--- src/rtl/rcc_ppre_update_ctrl.sv ---
// APB/timer prescaler update controller: defers ratio changes to a
// divider period boundary, with settle window, done pulse and timeout.
module rcc_ppre_update_ctrl #(
  parameter int SETTLE_CYC = 2,
  parameter int TMO_CYC    = 32
) (
  input  logic       i_clk,
  input  logic       rst,
  input  logic       wr_req,
  input  logic [2:0] wr_ppre,
  input  logic       wr_timpre,
  input  logic       div_en,
  input  logic       err_clr,
  output logic [2:0] div_sel,
  output logic       timpre,
  output logic       busy,
  output logic       upd_done,
  output logic       tmo_err
);

  typedef enum logic [1:0] {
    IDLE,
    WAIT_BND,
    HOLD,
    DONE
  } state_t;

  localparam logic [7:0] TMO_LAST = 8'(TMO_CYC - 1);
  localparam logic [3:0] SET_LAST = 4'(SETTLE_CYC - 1);

  state_t     state_q, state_d;
  logic [3:0] tgt_q, tgt_d;
  logic [3:0] pend_q, pend_d;
  logic       pend_v_q, pend_v_d;
  logic [7:0] tmo_q, tmo_d;
  logic [3:0] set_q, set_d;
  logic [3:0] out_d;
  logic       err_d;
  logic       done_d;
  logic [3:0] wr_val;
  logic [3:0] cur;

  assign wr_val = {wr_timpre, wr_ppre};
  assign cur    = {timpre, div_sel};

  always_comb begin
    state_d  = state_q;
    tgt_d    = tgt_q;
    pend_d   = pend_q;
    pend_v_d = pend_v_q;
    tmo_d    = tmo_q;
    set_d    = set_q;
    out_d    = cur;
    err_d    = tmo_err;
    done_d   = 1'b0;

    if (err_clr)
      err_d = 1'b0;

    // Writes outside IDLE land in the one-deep slot; newest wins.
    if (wr_req && state_q != IDLE) begin
      pend_d   = wr_val;
      pend_v_d = 1'b1;
    end

    unique case (state_q)
      IDLE: begin
        if (wr_req) begin
          if (wr_val != cur) begin
            tgt_d   = wr_val;
            tmo_d   = 8'd0;
            state_d = WAIT_BND;
          end else begin
            done_d = 1'b1;
          end
        end
      end
      WAIT_BND: begin
        tmo_d = tmo_q + 8'd1;
        if (div_en || tmo_q == TMO_LAST) begin
          out_d   = tgt_q;
          tmo_d   = 8'd0;
          set_d   = 4'd0;
          state_d = HOLD;
          if (!div_en)
            err_d = 1'b1;
        end
      end
      HOLD: begin
        if (set_q == SET_LAST)
          state_d = DONE;
        else
          set_d = set_q + 4'd1;
      end
      DONE: begin
        if (pend_v_d) begin
          tgt_d    = pend_d;
          pend_d   = 4'd0;
          pend_v_d = 1'b0;
          tmo_d    = 8'd0;
          state_d  = WAIT_BND;
        end else begin
          state_d = IDLE;
        end
      end
      default: state_d = IDLE;
    endcase

    if (state_d == DONE)
      done_d = 1'b1;
  end

  always_ff @(posedge i_clk or posedge rst) begin
    if (rst) begin
      state_q  <= IDLE;
      tgt_q    <= 4'd0;
      pend_q   <= 4'd0;
      pend_v_q <= 1'b0;
      tmo_q    <= 8'd0;
      set_q    <= 4'd0;
      div_sel  <= 3'b000;
      timpre   <= 1'b0;
      busy     <= 1'b0;
      upd_done <= 1'b0;
      tmo_err  <= 1'b0;
    end else begin
      state_q  <= state_d;
      tgt_q    <= tgt_d;
      pend_q   <= pend_d;
      pend_v_q <= pend_v_d;
      tmo_q    <= tmo_d;
      set_q    <= set_d;
      {timpre, div_sel} <= out_d;
      busy     <= (state_d != IDLE);
      upd_done <= done_d;
      tmo_err  <= err_d;
    end
  end

endmodule

--- config.mk ---
export PLATFORM = sky130hd
export DESIGN_NAME = rcc_ppre_update_ctrl
export DESIGN_NICKNAME = d
export VERILOG_FILES = /design/src/rtl/rcc_ppre_update_ctrl.sv
export SDC_FILE = /design/constraint.sdc
export NUM_CORES = 1
export LEC_CHECK = 0
export ABC_AREA = 1
export CAP_MARGIN = 20
export CORE_MARGIN = 8
export CORE_UTILIZATION = 50
export CTS_CLUSTER_DIAMETER = 120
export DETAILED_ROUTE_END_ITERATION = 8
export PLACE_DENSITY_LB_ADDON = 0.15
export SLEW_MARGIN = 20
export SYNTH_ARGS = -nofsm -noshare
export SYNTH_HDL_FRONTEND = slang
export SYNTH_SLANG_ARGS = --single-unit
--- constraint.sdc ---
create_clock -name i_clk -period 3.6 [get_ports i_clk]
set_input_delay 0.72 -clock i_clk [delete_from_list [all_inputs] [get_ports i_clk]]
set_output_delay 0.72 -clock i_clk [all_outputs]
set_load 0.01 [all_outputs]
# Word level (Yosys, flattened, before mapping)
# Cells that the tools add are included.
# op_classes
addsub	2
n_eq_ne	12
muxes	31
n_reduce_logical	12
# op_table
op	n
4-bit two-way mux	8
8-bit two-way mux	4
8-bit one-hot mux with 3 select lines	1
4-bit one-hot mux with 2 select lines	2
1-bit two-way mux	11
2-bit != test, second input constant	5
8-bit by 1-bit adder with 8-bit output, second input constant	1
8-bit by 5-bit == test with 1-bit output, second input constant	1
2-bit two-way mux	4
2-bit one-hot mux with 4 select lines	1
4-bit AND reduction	2
2-bit nonzero test	4
2-bit == test, second input constant	3
4-bit by 1-bit adder with 4-bit output, second input constant	1
4-bit by 1-bit == test with 1-bit output, second input constant	1
4-bit != test	1
3-bit AND reduction	1
3-bit nonzero test	1
2-bit by 1-bit == test with 1-bit output, second input constant	1
2-bit zero test	1
2-bit AND reduction	1
1-bit logical AND	1
1-bit logical OR	1
# word_totals
ff_bits	30
in_bits	9
output_inout_bits	7
wordCells	68

# Logic depth before layout (Yosys ltp)
# logic_depth
word_depth	7
mapped_depth	10
depth_no_buf	10

# Worst setup path after synthesis
# No wires, ideal clock.
# synth_path
kind	input port to flip-flop
start	in wr_ppre[0]
end	reg tgt_q[0]
setup_ns	0.117
arrival_time_ns	1.378
required_time_ns	3.483
setup_slack_ns	2.106
path_stages	10
n_path_buf	0
cell_sequence	inv_1 > nand2_1 > nand2_1 > nor2_1 > nand2_1 > nand2_1 > nand2_1 > nand2_1 > nand2_1 > nand2_1
# synth_via
elab_chain_cells	3
word_cells_on_any_way	8
classes_between	2 x eq/ne; 5 x mux; 1 x reduce/logical
# synth_rtl
item	line_no	text
start: declaration	10	input logic [2:0] wr_ppre,
4-bit != test (tied with other cells)	69	if (wr_val != cur) begin
2-bit != test (no source line) (tied with other cells)	-	
4-bit AND reduction (no source line) or 4-bit one-hot mux with 2 select lines (tied branches)	-	
end signal: assignment	128	tgt_q <= tgt_d;
end: declaration	32	logic [3:0] tgt_q, tgt_d;
# Parallel ways exist; a longest one is shown, timed or not. The select of a mux whose other input is x is not followed.
# A chain may end at the register's enable or synchronous reset.

# Worst setup path in the final report
# layout_path
start	reg div_sel[2]
end	out div_sel[2]
# layout_lines
item	line_no	text
start: declaration	14	output logic [2:0] div_sel,
start signal: assignment	133	{timpre, div_sel} <= out_d;
# No word-level cell between the ends.

==> out/metrics.cfg <==
[global_route]
antenna_found_initial=0
grt_max_degree=31
grt_usage_pct=14.1
grt_pass1_vias=1335
grt_pass1_wl_mm=5.87
overflow=0

[synthesis]
syn_avg_cell_area_sq_um=7.58
netlist.area_leader.share_pct=45.0
synthArstFlopShare_pct=100
synth-compound-area-share_pct=5.78
synthSimpleGateAreaFrac_pct=37.5
ys_types=29
synth_xor_area_share_pct=1.05
synthesis.area_sq_um=1670
ys_seq_elements=30
muxShareOfSynthArea_pct=0
syn_nets=232
synth_top_family_by_area=simple AND/OR/NAND/NOR gates
synth.largest_area_cell=dfrtp_1
ys.warnings.count=0
synth_edf_count=0
synth_flop_cell=dfrtp_1
synth_area_leaders=dfrtp_1, nand2_1, inv_1, nor2_1, nand3_1
post_synth_fa_ha_maj_area_fraction_pct=2.25
synth_cells=220
synth.yosys.seq_area_share_pct=45.0

[placement]
dp_hpwl_mm=2.45
place_congestion=0.863
io_buffers=15

[power_and_ir_drop]
leakage_uw=0.00106
power.density_nw_per_um2=678
sw_frac_of_total_pct=40.3
seq_power_share_pct=39.2
p_total_uw=1320
pwr-share-comb_pct=42.0
max-vdd-ir-drop_mv=0.340
p_switching_uw=532
clkPwrFrac_pct=18.7
intPower_uw=787

[detailed_routing]
vias_per_cell=4.74
drc=0
wirelength_mm=3.23
routed-via-count=1365
ant_nets=0
wl_per_cell_um=11.2
dr.pass1.iters=4
drtIter0Drc=61

[sta]
worst_pin_slew_ns=0.379
maxSlewHeadroom_pct=74.7
rsz0062_at_grt=no
min_period_ns=1.99
setup_viol=0
finalHoldViolCount=0
drv_slew=0
skew_ns=0.00580
fin_crit_sh_pct=55.4
fmax_mhz=502
fin_tns_setup_ns=0

[status]
status=finished, final reports clean

[setup_path]
worst_ep_required_time_ns=2.88
r2r_slack_ns=1.90
crit_buf_inv=1
cp_cell_sequence=clkdlybuf4s50_1
cp_slowest_cell=clkdlybuf4s50_1
path_max_fanout=3
slowest_delay_ns=0.56
worstSetupPathType=flop to primary output
critPathTopFamily=buffers and inverters
worstPathArrival_ns=1.27
cp-start-kind=flop
worst_setup_path_end_kind=primary output

[clock_network]
cts_num_sinks=30
h-tree-depth=2
post_cts_buffers=0
cts-resized-gates=0
clock_latency_ns=0.33
postCtsHoldBufs=0
cts.path.max_buffers=2
cts_made_buffers=5
clk_pin_slew_worst_paths_ns=0.09
clockRootBuffer=clkbuf_4
cts_tree=built

[floorplan]
die_area_sq_um=5440
core_sq_um=3260
boundaryPins=16
die_w_um=73.8
start_util_pct=51.2
rows=21
die_y_um=73.8

[cells_and_area]
fill_cells=320
drive_above_1_share_pct=11.6
finalNetCount=253
antenna_cells=0
syn_to_final_growth_pct=16.7

[worst_hold_path]
hp-class=flop to flop

[job]
maxCapViolCount=0

-- logic make-up (layout without fill, tap and decap cells) --
kind of cell | Yosys count | after routing
compound gates | 16 | 16
xor+xnor | 2 | 2
fa+ha+maj | 3 | 3
buf+inv | 35 | 57
flops | 30 | 30
simple gates | 134 | 134
-- worst reg2reg max path, delay by kind of cell (launching register included) --
family	cells	cell delay, ns
AND/OR/NAND/NOR	7	0.94
flip-flops	1	0.40
adder cells (fa/ha/maj)	1	0.25
-- cells in the final DEF (no fill, tap or decap), drive strengths merged --
master         instances
a21oi                  2
a31o                   1
buf                    1
clkbuf                 8
clkdlybuf4s50         15
dfrtp                 30
ha                     3
inv                   33
nand2                 86
nand3                 12
nand4                  6
nor2                  24
nor3                   2
nor3b                  2
o211ai                 1
o21ai                 10
o31ai                  1
o32ai                  1
or2                    2
xor2                   2
-- power by group through the flow --
stage,logic [uW],clock network [uW],registers [uW]
final,555,247,517
after global routing,643,264,535
after CTS,564,255,519
after detailed placement,562,0,526
after global placement,561,0,524
after floorplan,395,0,527
-- through the flow --
step | hold WS [ns] | cells | instance area, sq um | setup WS (ns) | util, %
finish | 0.481 | 288 | 1950 | 1.61 | 59.7
global route | 0.514 | 288 | 1950 | 1.56 | 59.7
CTS | 0.482 | 288 | 1950 | 1.57 | 59.7
detailed placement | 0.459 | 280 | 1870 | 1.43 | 57.3
global placement | 0.456 | 280 | 1870 | 1.40 | 57.3
floorplan | 0.442 | 220 | 1670 | 2.11 | -
-- synth_stat cells (2+ instances only) --
master,count
nand2_1,83
dfrtp_1,30
inv_1,29
nor2_1,18
nand3_1,12
o21ai_0,7
nand4_1,5
inv_2,4
nor2_4,4
ha_1,3
a21oi_1,2
nand2_2,2
nor3_1,2
nor3b_2,2
o21ai_1,2
xor2_1,2
-- sequential cells by signal (all words and copies together) (netlist names) --
| signal | flops |
|---|---|
| set_q | 4 |
| pend_q | 4 |
| tmo_err | 1 |
| tmo_q | 8 |
| pend_v_q | 1 |
| upd_done | 1 |
| div_sel | 3 |
| timpre | 1 |
| state_q | 2 |
| tgt_q | 4 |
| busy | 1 |
-- per-layer routing --
metal	routed length (um)	global-route usage (%)	share of wire, %	vias to the layer above
met5	0	0	0	-
met4	55	5.32	1.7	0
met3	90	4.09	2.8	5
met2	1500	23.2	46	16
met1	1590	16.7	49	621
li1	-	-	-	723
-- final timing paths --
path,endpoint,start,cells after the start
max,div_sel[2],div_sel[2]$_DFFE_PP0P_,1
min,tgt_q[0]$_DFFE_PP0P_,tgt_q[0]$_DFFE_PP0P_,2
max reg2reg,set_q[1]$_DFFE_PP0P_,tmo_q[0]$_DFFE_PP0P_,8
min reg2reg,tgt_q[0]$_DFFE_PP0P_,tgt_q[0]$_DFFE_PP0P_,2
max in group asynchronous,state_q[1]$_DFF_PP0_,rst,3
min in group asynchronous,tgt_q[1]$_DFFE_PP0P_,rst,3
-- area by class of cell --
class / count / area, sq um / area share [%]
Clock buffer: 8 / 78.8 / 4.05
Inverter: 33 / 124 / 6.37
Multi-Input combinational cell: 155 / 777 / 39.9
Sequential cell: 30 / 751 / 38.6
Tap cell: 46 / 57.6 / 2.96
Timing Repair Buffer: 16 / 158 / 8.10
Power figures use the tool's default switching activity.
